<file path="src/rtl/dc_ipu_pkg.sv">
// rtl/dc_ipu_pkg.sv - shared IPU scaler types and default widths
//
// Purpose : types and constants shared by the IPU scaler blocks.
// Contents: tc_gen FSM state enum, default texture-coordinate widths.

package dc_ipu_pkg;

    localparam int TEX_SIZE_WIDTH_DEF  = 12;
    localparam int TEX_FRACT_WIDTH_DEF = 6;
    localparam int ACC_FRACT_WIDTH_DEF = 16;

    typedef enum logic [1:0] {
        TC_IDLE = 2'd0,
        TC_RUN  = 2'd1,
        TC_DONE = 2'd2
    } tc_state_e;

endpackage

</file>
<file path="src/rtl/dc_ipu_tc_gen.sv">
// rtl/dc_ipu_tc_gen.sv - horizontal texture-coordinate generator for the scaler
//
// Purpose : emits one fixed-point texture coordinate per destination pixel of a
//           line, stepping a phase accumulator by a programmed increment.
// Ports   : clk, reset           - clock, asynchronous active-high reset
//           ctl_start/ctl_abort  - begin (or restart) / terminate a line
//           ctl_dst_width        - coordinates per line
//           ctl_tc_start         - first coordinate, signed fixed point
//           ctl_tc_step          - per-pixel increment, unsigned fixed point
//           ctl_busy/ctl_done    - line in progress / normal-completion pulse
//           tc_valid/tc_ready    - coordinate handshake toward gather
//           tc_int/tc_fract      - floor of coordinate / truncated fraction

module dc_ipu_tc_gen
    import dc_ipu_pkg::*;
#(
    parameter int TEX_SIZE_WIDTH  = TEX_SIZE_WIDTH_DEF,
    parameter int TEX_FRACT_WIDTH = TEX_FRACT_WIDTH_DEF,
    parameter int ACC_FRACT_WIDTH = ACC_FRACT_WIDTH_DEF
) (
    input  logic                                        clk,
    input  logic                                        reset,
    input  logic                                        ctl_start,
    input  logic                                        ctl_abort,
    input  logic [TEX_SIZE_WIDTH-1:0]                   ctl_dst_width,
    input  logic signed [TEX_SIZE_WIDTH+ACC_FRACT_WIDTH-1:0] ctl_tc_start,
    input  logic [TEX_SIZE_WIDTH+ACC_FRACT_WIDTH-1:0]   ctl_tc_step,
    output logic                                        ctl_busy,
    output logic                                        ctl_done,
    output logic                                        tc_valid,
    input  logic                                        tc_ready,
    output logic signed [TEX_SIZE_WIDTH-1:0]            tc_int,
    output logic [TEX_FRACT_WIDTH-1:0]                  tc_fract
);

    localparam int ACC_W = TEX_SIZE_WIDTH + ACC_FRACT_WIDTH;
    localparam logic [TEX_SIZE_WIDTH-1:0] CNT_ONE = TEX_SIZE_WIDTH'(1);
    localparam logic [TEX_SIZE_WIDTH-1:0] CNT_ZERO = '0;

    tc_state_e                 r_state;
    tc_state_e                 w_state_nxt;
    logic [ACC_W-1:0]          r_acc;
    logic [ACC_W-1:0]          r_step;
    logic [TEX_SIZE_WIDTH-1:0] r_width;
    logic [TEX_SIZE_WIDTH-1:0] r_cnt;
    logic                      w_xfer;
    logic                      w_last;

    assign w_xfer = (r_state == TC_RUN) && tc_ready;
    assign w_last = (r_cnt == (r_width - CNT_ONE));

    // State register
    always_ff @(posedge clk or posedge reset) begin
        if (reset) begin
            r_state <= TC_IDLE;
        end else begin
            r_state <= w_state_nxt;
        end
    end

    // Next-state logic: abort beats start, start beats normal progress,
    // so a start in any state restarts the line.
    always_comb begin
        w_state_nxt = r_state;
        if (ctl_abort) begin
            w_state_nxt = TC_IDLE;
        end else if (ctl_start) begin
            w_state_nxt = (ctl_dst_width == CNT_ZERO) ? TC_DONE : TC_RUN;
        end else begin
            case (r_state)
                TC_IDLE: w_state_nxt = TC_IDLE;
                TC_RUN:  w_state_nxt = (w_xfer && w_last) ? TC_DONE : TC_RUN;
                TC_DONE: w_state_nxt = TC_IDLE;
                default: w_state_nxt = TC_IDLE;
            endcase
        end
    end

    // Output decode: everything comes straight from registers, so tc_ready
    // never reaches tc_valid or the coordinate combinationally.
    always_comb begin
        ctl_busy = 1'b0;
        tc_valid = 1'b0;
        ctl_done = 1'b0;
        case (r_state)
            TC_RUN: begin
                ctl_busy = 1'b1;
                tc_valid = 1'b1;
            end
            TC_DONE: ctl_done = 1'b1;
            default: ;
        endcase
    end

    // Accumulator and pixel counter. Loading on start also discards any
    // coordinate that was waiting for acceptance.
    always_ff @(posedge clk or posedge reset) begin
        if (reset) begin
            r_acc   <= '0;
            r_step  <= '0;
            r_width <= '0;
            r_cnt   <= '0;
        end else if (ctl_start && !ctl_abort) begin
            r_acc   <= ctl_tc_start;
            r_step  <= ctl_tc_step;
            r_width <= ctl_dst_width;
            r_cnt   <= '0;
        end else if (w_xfer && !ctl_abort) begin
            r_acc   <= r_acc + r_step;
            r_cnt   <= r_cnt + CNT_ONE;
        end
    end

    // Integer part is the arithmetic floor of the two's-complement value.
    assign tc_int   = r_acc[ACC_W-1:ACC_FRACT_WIDTH];
    assign tc_fract = r_acc[ACC_FRACT_WIDTH-1:ACC_FRACT_WIDTH-TEX_FRACT_WIDTH];

endmodule
</file>
<file path="config.mk">
export PLATFORM = sky130hd
export DESIGN_NAME = dc_ipu_tc_gen
export DESIGN_NICKNAME = d
export VERILOG_FILES = /design/src/rtl/dc_ipu_pkg.sv /design/src/rtl/dc_ipu_tc_gen.sv
export SDC_FILE = /design/constraint.sdc
export NUM_CORES = 1
export LEC_CHECK = 0
export CAP_MARGIN = 20
export CORE_ASPECT_RATIO = 0.8
export CORE_MARGIN = 3
export CORE_UTILIZATION = 58
export CTS_BUF_LIST = sky130_fd_sc_hd__clkbuf_16
export DETAILED_ROUTE_END_ITERATION = 8
export GPL_TIMING_DRIVEN = 0
export PLACE_DENSITY = 0.94
export REMOVE_ABC_BUFFERS = 1
export SYNTH_ARGS = -nofsm -noshare
export SYNTH_HDL_FRONTEND = slang
export SYNTH_SLANG_ARGS = --single-unit
</file>
<file path="constraint.sdc">
create_clock -name clk -period 7.1 [get_ports clk]
set_input_delay 1.42 -clock clk [delete_from_list [all_inputs] [get_ports clk]]
set_output_delay 1.42 -clock clk [all_outputs]
set_load 0.02 [all_outputs]
</file>
# Word level (Yosys, flattened, before mapping)
# Cells that the tools add are included.
# classes
n_addsub	3
n_eq_ne	3
n_mux	11
reduce_logical	7
# op_table
operator	count
$mux 28	2
$add 28x28->28	1
$mux 12	2
$add 12x1->12 const B	1
$eq 12x12->1	1
$logic_not 12->1	1
$sub 12x1->12 const B	1
$mux 2	5
$logic_and 1x1->1	4
$eq 2x1->1 const B	1
$eq 2x2->1 const B	1
$mux 1	2
$reduce_bool 2->1	1
$logic_not 1->1	1
# word_totals
reg_bits	82
output_inout_bits	21

# Longest topological paths before layout
# Gate-level depths: netlist (run 1).
# depth
word_depth	7
mapped_depth	11
depth_no_buf	11

# Worst setup path after synthesis (run 1)
# No wires, ideal clock.
# synth_path
path_type	input to register
from	in tc_ready
to	reg r_cnt[11]
t_arrival_ns	2.635
required_time_ns	7.022
path_slack_ns	4.387
cell_stages	6
n_path_buf	0
cell_sequence	nand2_1 > nor2_1 > nand4_1 > or2_1 > or3_1 > a21oi_1
# synth_via
elab_chain_len	3
# synth_rtl
element	line	source
start, declared	dc_ipu_tc_gen.sv:31	input logic tc_ready,
$logic_and 1x1->1	dc_ipu_tc_gen.sv:49	assign w_xfer = (r_state == TC_RUN) && tc_ready;
$logic_and 1x1->1	dc_ipu_tc_gen.sv:108	end else if (w_xfer && !ctl_abort) begin
$reduce_bool 2->1 (no line)	n/a	
end signal, assigned	dc_ipu_tc_gen.sv:110	r_cnt <= r_cnt + CNT_ONE;
end, declared	dc_ipu_tc_gen.sv:45	logic [TEX_SIZE_WIDTH-1:0] r_cnt;
# No other way between the ends.
# A chain may end at the register's enable or synchronous reset.

# Final worst setup path (run 1)
# layout_path
from	in ctl_abort
to	reg r_cnt[11]
# layout_via
elab_chain_len	3
word_cells_on_any_way	5
classes_between	mux (1); reduce/logical (4)
# layout_rtl
element	line	source
start, declared	dc_ipu_tc_gen.sv:24	input logic ctl_abort,
$logic_not 1->1 *	dc_ipu_tc_gen.sv:103, dc_ipu_tc_gen.sv:108	
$logic_and 1x1->1 (on tied branches)	dc_ipu_tc_gen.sv:103, dc_ipu_tc_gen.sv:108	
$mux 12 / $reduce_bool 2->1 (equally long branches)	n/a	
# Every way passes the cells marked *; elsewhere a longest branch is shown, timed or not.

==> impl_metrics.ini, run 1 <==
[run_status]
status = complete, no violations

[detailed_routing]
routed_wl_mm = 13.66
drc_errors = 0
vias = 4987
dr.pass1.iters = 5
wl_per_cell_um = 16.18
drtAntennaViolNets = 0
via_per_inst = 5.909
drtIter0Drc = 408

[synthesis]
synth-edff-count = 0
yosysMostFrequentCell = nand2_1
yosysSeqAreaShare_pct = 38.08
syn_area_per_cell_um2 = 8.091
synth_area_leaders = dfrtp_1 (38%), nand2_1 (12%), ha_1 (6.7%), a21oi_1 (5.6%), xnor2_1 (4.7%)
syn_area_mm2 = 0.005389
yosys_warnings = 0
async_flop_share_pct = 100.0
synthCells = 666
yosysUniqueCellTypes = 61
yosys.area.top_type = dfrtp_1
synth_top_cell_area_share_pct = 38.08
ys_ff_latch = 82
synth_flop_cell = dfrtp_1
yosys-top-cells-count = nand2_1 (169), dfrtp_1 (82), a21oi_1 (60)

[floorplanning]
die_h_um = 92.22
io_pins = 94
fp-row-count = 30
die_w_um = 113.8
die-area_mm2 = 0.01049
coreArea_mm2 = 0.008746
initial_core_util_pct = 61.62

[sta]
finalSetupTns_ns = 0
hold_violations = 0
setup_violations = 0
drv_slew = 0
max-slew-margin-rel_pct = 34.17
finClkSkew_ns = 0.007891
tightest_slew_ns = 0.9853
max_freq_mhz = 309.0
rsz0062_at_grt = no
period_share_pct = 45.58
fin_crit_ns = 3.236

[placement]
routabilityCongestion = 0.8755
io_buffers = 93
dp_cells = 828
hpwl_mm = 9.558

[critical_path]
crit_path_end_kind = flop
critical_path_class = in -> reg
reg2reg_to = r_acc[26]
r2r_slack_ns = 4.02
cp.arrival_ns = 3.51
cp_max_fo = 22
cp.required_ns = 7.37
r2r_cells = 11
r2r_start = r_acc[0]
worstSetupStartpointType = primary input

[clocking]
cts_hold_buf = 0
clock_sinks = 82
postCtsSetupBuffers = 0
cts_buffers = 9
ctsLongestPathBuffers = 2
ctsRootBufferMaster = clkbuf_16
clk_pin_slew_worst_paths_ns = 0.07
insertion_delay_ns = 0.35
cts_max_level = 3
post_cts_resized = 0
cts_tree = yes

[pwr]
p_per_area_mw_per_mm2 = 257.9
p_seq_share_pct = 34.1
leakage_nw = 3.005
switching_power_uw = 611.1
p_int_mw = 1.091
ir_drop_uv = 182.5
pwr-share-comb_pct = 38.3
p_clk_share_pct = 27.6
switching_share_pct = 35.90

[final_layout]
area_growth_pct = 22.48
antenna_cells = 0
num-nets-final = 830
drive_gt1_share_pct = 4.645
stdcell_count = 844

[hold_path]
hold_depth = 2
hold_start = r_step[3]
hold_path_class = reg -> reg
min_to = r_step[3]

[global_route]
grt_use_total_pct = 27.18
grt_pass1_vias = 4995
grt_use_met3_pct = 6.860
globalRouteMet2Util_pct = 44.56
grt_use_met1_pct = 35.54
busiest_layer = met2
grt_pass1_wl_mm = 23.18
antenna_found_initial = 0
grt_max_degree = 50
overflow = 0

[flow_run]
max_cap_viol_count = 0
[sequential cells by signal, summed over array words and instances, names as in the netlist]
register	flops
r_acc	28
r_cnt	12
r_state	2
r_step	28
r_width	12
[critical path: stages]
cell	delay, ns
clkdlybuf4s50_1	0.54
nor2_2	0.33
buf_8	0.24
nand4_1	0.16
or2_1	0.30
or3_1	0.36
a21oi_1	0.14
[layout make-up]
cell class	instances	area [um2]
sequential	82	2052
clock inverter	7	67.56
timing repair buffer	97	1013
multi-input combinational	522	3043
clock buffer	9	225.2
tap	112	140.1
fill	603	2146
inverter	15	58.81
[per-layer routing]
layer | vias to the layer above | part of all wire (%)
li1 | 2391 | -
met1 | 2351 | 43
met2 | 213 | 48
met3 | 32 | 6.9
met4 | 0 | 1.7
met5 | - | 0
[worst max-delay path by stage]
stage,slack [ns],start,cells after the start,to
finish,3.86,ctl_abort,7,r_cnt[11]
detailed placement,3.52,ctl_start,6,r_acc[15]
CTS,3.88,ctl_start,6,r_acc[15]
floorplan,2.23,ctl_abort,4,r_acc[24]
global route,3.72,ctl_start,6,r_acc[15]
global placement,0.22,ctl_start,3,r_acc[4]
[cell usage in the layout (no fill, tap or decap), types with 3 or more instances in the layout]
cell type / n
nor4_1: 3
or3_1: 9
nor3_1: 10
xor2_1: 16
a21o_1: 13
o21bai_1: 3
clkdlybuf4s50_1: 93
nand2_1: 169
xnor2_1: 29
a21oi_1: 60
o21ai_0: 24
dfrtp_1: 82
nand3_1: 11
inv_1: 14
nand4_1: 5
a31oi_1: 15
nor2_1: 50
o21ai_1: 11
nor2b_1: 6
ha_1: 29
clkbuf_16: 9
nand2b_1: 4
and3_1: 8
[cell families (layout without fill, tap and decap cells)]
family / count (synthesis) / count (layout) / synth area share [%]
buf+inv: 62 / 128 / 5.689
simple gates: 290 / 290 / 23.38
fa+ha+maj: 30 / 30 / 7.105
compound gates: 156 / 156 / 18.25
xor+xnor: 45 / 45 / 7.314
mux: 1 / 1 / 0.1858
flops: 82 / 82 / 38.08
[per-stage QoR]
step	hold slack [ns]	area (um2)	setup WS (ns)	utilization [%]	total power, mW
after global routing	0.5027	6600	3.718	75.46	1.802
after detailed placement	0.4710	6307	3.523	72.12	1.220
after CTS	0.4875	6600	3.879	75.46	1.698
final	0.4889	6600	3.864	75.46	1.702
after global placement	0.4653	6210	0.2183	71.00	1.186
after floorplan	0.4497	5139	2.228	-	1.029
[power groups by stage]
stage	registers, mW	logic, mW	clock network [mW]
final	0.581	0.652	0.470
after global routing	0.588	0.722	0.493
after CTS	0.579	0.645	0.474
after detailed placement	0.586	0.635	0
after global placement	0.583	0.603	0
after floorplan	0.597	0.432	0
Note: power is estimated with default switching activity, not from simulation.
==> inputs of run 2 (changes only) <==
--- a/config.mk
+++ b/config.mk
@@ -8,11 +8,11 @@
 export CAP_MARGIN = 20
 export CORE_ASPECT_RATIO = 0.8
 export CORE_MARGIN = 3
-export CORE_UTILIZATION = 58
+export CORE_UTILIZATION = 54
 export CTS_BUF_LIST = sky130_fd_sc_hd__clkbuf_16
 export DETAILED_ROUTE_END_ITERATION = 8
 export GPL_TIMING_DRIVEN = 0
-export PLACE_DENSITY = 0.94
+export PLACE_DENSITY = 0.88
 export REMOVE_ABC_BUFFERS = 1
 export SYNTH_ARGS = -nofsm -noshare
 export SYNTH_HDL_FRONTEND = slang
==> constraint.sdc (replaced) <==
create_clock -name clk -period 3.2 [get_ports clk]
set_input_delay 0.64 -clock clk [delete_from_list [all_inputs] [get_ports clk]]
set_output_delay 0.64 -clock clk [all_outputs]
set_load 0.02 [all_outputs]
==> impl_metrics.ini, run 2 (synthesis results as in run 1) <==
[run_status]
status = complete, no violations

[global_route]
grt_use_total_pct = 24.11
grt_max_degree = 58
grt_pass1_wl_mm = 22.38
overflow = 0
antenna_found_initial = 0
grt_pass1_vias = 4779

[sta]
max_freq_mhz = 325.8
period_share_pct = 95.93
setup_violations = 0
hold_violations = 0
max-slew-margin-rel_pct = 32.14
rsz0062_at_grt = no
fin_crit_ns = 3.070
finClkSkew_ns = 0.005172
finalSetupTns_ns = 0
tightest_slew_ns = 1.016
drv_slew = 0

[clocking]
cts_hold_buf = 0
clk_pin_slew_worst_paths_ns = 0.06
cts_max_level = 3
clock_sinks = 82
ctsLongestPathBuffers = 2
insertion_delay_ns = 0.34
cts_buffers = 9
ctsRootBufferMaster = clkbuf_16
cts_tree = yes

[placement]
hpwl_mm = 9.412
io_buffers = 93
routabilityCongestion = 0.8626

[hold_path]
min_to = r_step[5]
hold_start = r_step[5]
hold_path_class = reg -> reg
hold_depth = 2

[floorplanning]
die_w_um = 117.7
io_pins = 94
initial_core_util_pct = 57.41
fp-row-count = 31
coreArea_mm2 = 0.009387
die-area_mm2 = 0.01122
die_h_um = 95.35

[critical_path]
crit_path_end_kind = flop
cp.arrival_ns = 3.26
path_cells = ha_1, fa_1, a211oi_2, o211ai_2, a21oi_2, o21bai_2, a31oi_4, a31oi_2, a221oi_2, xor2_1, a31oi_1
cp_max_fo = 4
worstSetupStartpointType = flop
cpPeakStageDelay_ns = 0.44
reg2reg_to = r_acc[26]
critical_path_class = reg -> reg
r2r_cells = 11
cp.required_ns = 3.39
r2r_start = r_acc[0]
cpMaxStageDelayCell = fa_1
r2r_slack_ns = 0.13

[detailed_routing]
wl_per_cell_um = 15.19
drtIter0Drc = 426
routed_wl_mm = 13.14
via_per_inst = 5.654
drtAntennaViolNets = 0
vias = 4891
drc_errors = 0
dr.pass1.iters = 5

[final_layout]
reg_top3 = r_acc x28, r_step x28
antenna_cells = 0
area_growth_pct = 23.22
layout_commonest_cell = nand2_1
drive_gt1_share_pct = 4.775
num-nets-final = 831
layout_common_cells = nand2_1 (169), clkdlybuf4s50_1 (93), dfrtp_1 (82)

[flow_run]
max_cap_viol_count = 0

[pwr]
p_per_area_mw_per_mm2 = 564.4
finalPower_mw = 3.748
leakage_nw = 3.025
ir_drop_uv = 296.0
-- run 2: cell count changes in the layout (fill, tap and decap cells not counted) --
cell        change
inv_6           -2
clkinvlp_4      -1
clkinv_4        +2
buf_4           +1
inv_1           +3
a21oi_1         -1
clkinv_1        -2
buf_16          +1
buf_12          -1
a21oi_2         +1
-- run 2: layout make-up --
| class | count | area [um2] |
|---|---|---|
| Sequential cell | 82 | 2052 |
| Clock buffer | 9 | 225.2 |
| Multi-Input combinational cell | 522 | 3047 |
| Fill cell | 711 | 2746 |
| Tap cell | 132 | 165.2 |
| Timing Repair Buffer | 98 | 1028 |
| Inverter | 15 | 58.81 |
| Clock inverter | 7 | 63.81 |
-- run 2: per-stage QoR --
step           util, %  hold WS, ns  setup slack [ns]  instances  cell area (um2)
2_1_floorplan        -       0.4497           -0.8920        619             5139
3_3_place_gp     66.42       0.4658            -2.943        844             6235
3_5_place_dp     67.54       0.4760            0.1812        848             6340
4_1_cts          70.62       0.4916            0.1620        864             6629
5_1_grt          70.74       0.5185           0.02056        865             6640
6_report         70.74       0.4878            0.1304        865             6640
-- run 2: how the worst max path moves through the flow --
stage	depth (start not counted)	slack, ns	endpoint	startpoint
after detailed placement	11	0.18	r_acc[26]	r_acc[0]
final	11	0.13	r_acc[26]	r_acc[0]
after CTS	11	0.16	r_acc[26]	r_acc[0]
after global placement	3	-2.94	r_acc[3]	ctl_start
after floorplan	4	-0.89	r_acc[24]	ctl_abort
after global routing	11	0.02	r_acc[26]	r_acc[0]
-- run 2: worst max-delay path, delay by kind of cell (launching register included) --
| kind | cells | cell delay, ns |
|---|---|---|
| AOI/OAI and AO/OA | 8 | 1.68 |
| adders and majority gates | 2 | 0.68 |
| xor gates and xnor gates | 1 | 0.17 |
| DFF | 1 | 0.39 |
-- run 2: metal layers --
metal	vias up	global-route usage (%)	wire, um
li1	2392	-	-
met1	2319	31.64	6127
met2	156	39.93	6058
met3	24	5.931	767
met4	0	7.610	188
met5	-	0	0
-- run 2: power breakdown --
group          switching, mW  internal [mW]  total, mW
sequential             0.116           1.17       1.29
combinational          0.792          0.654       1.45
clock                  0.418          0.597       1.01
total                   1.33           2.42       3.75
-- run 2: repair_timing --
item	4_1_cts	5_1_grt
buffers inserted	0	1
endpoints found under the setup margin	0	2
gates resized for setup	0	1
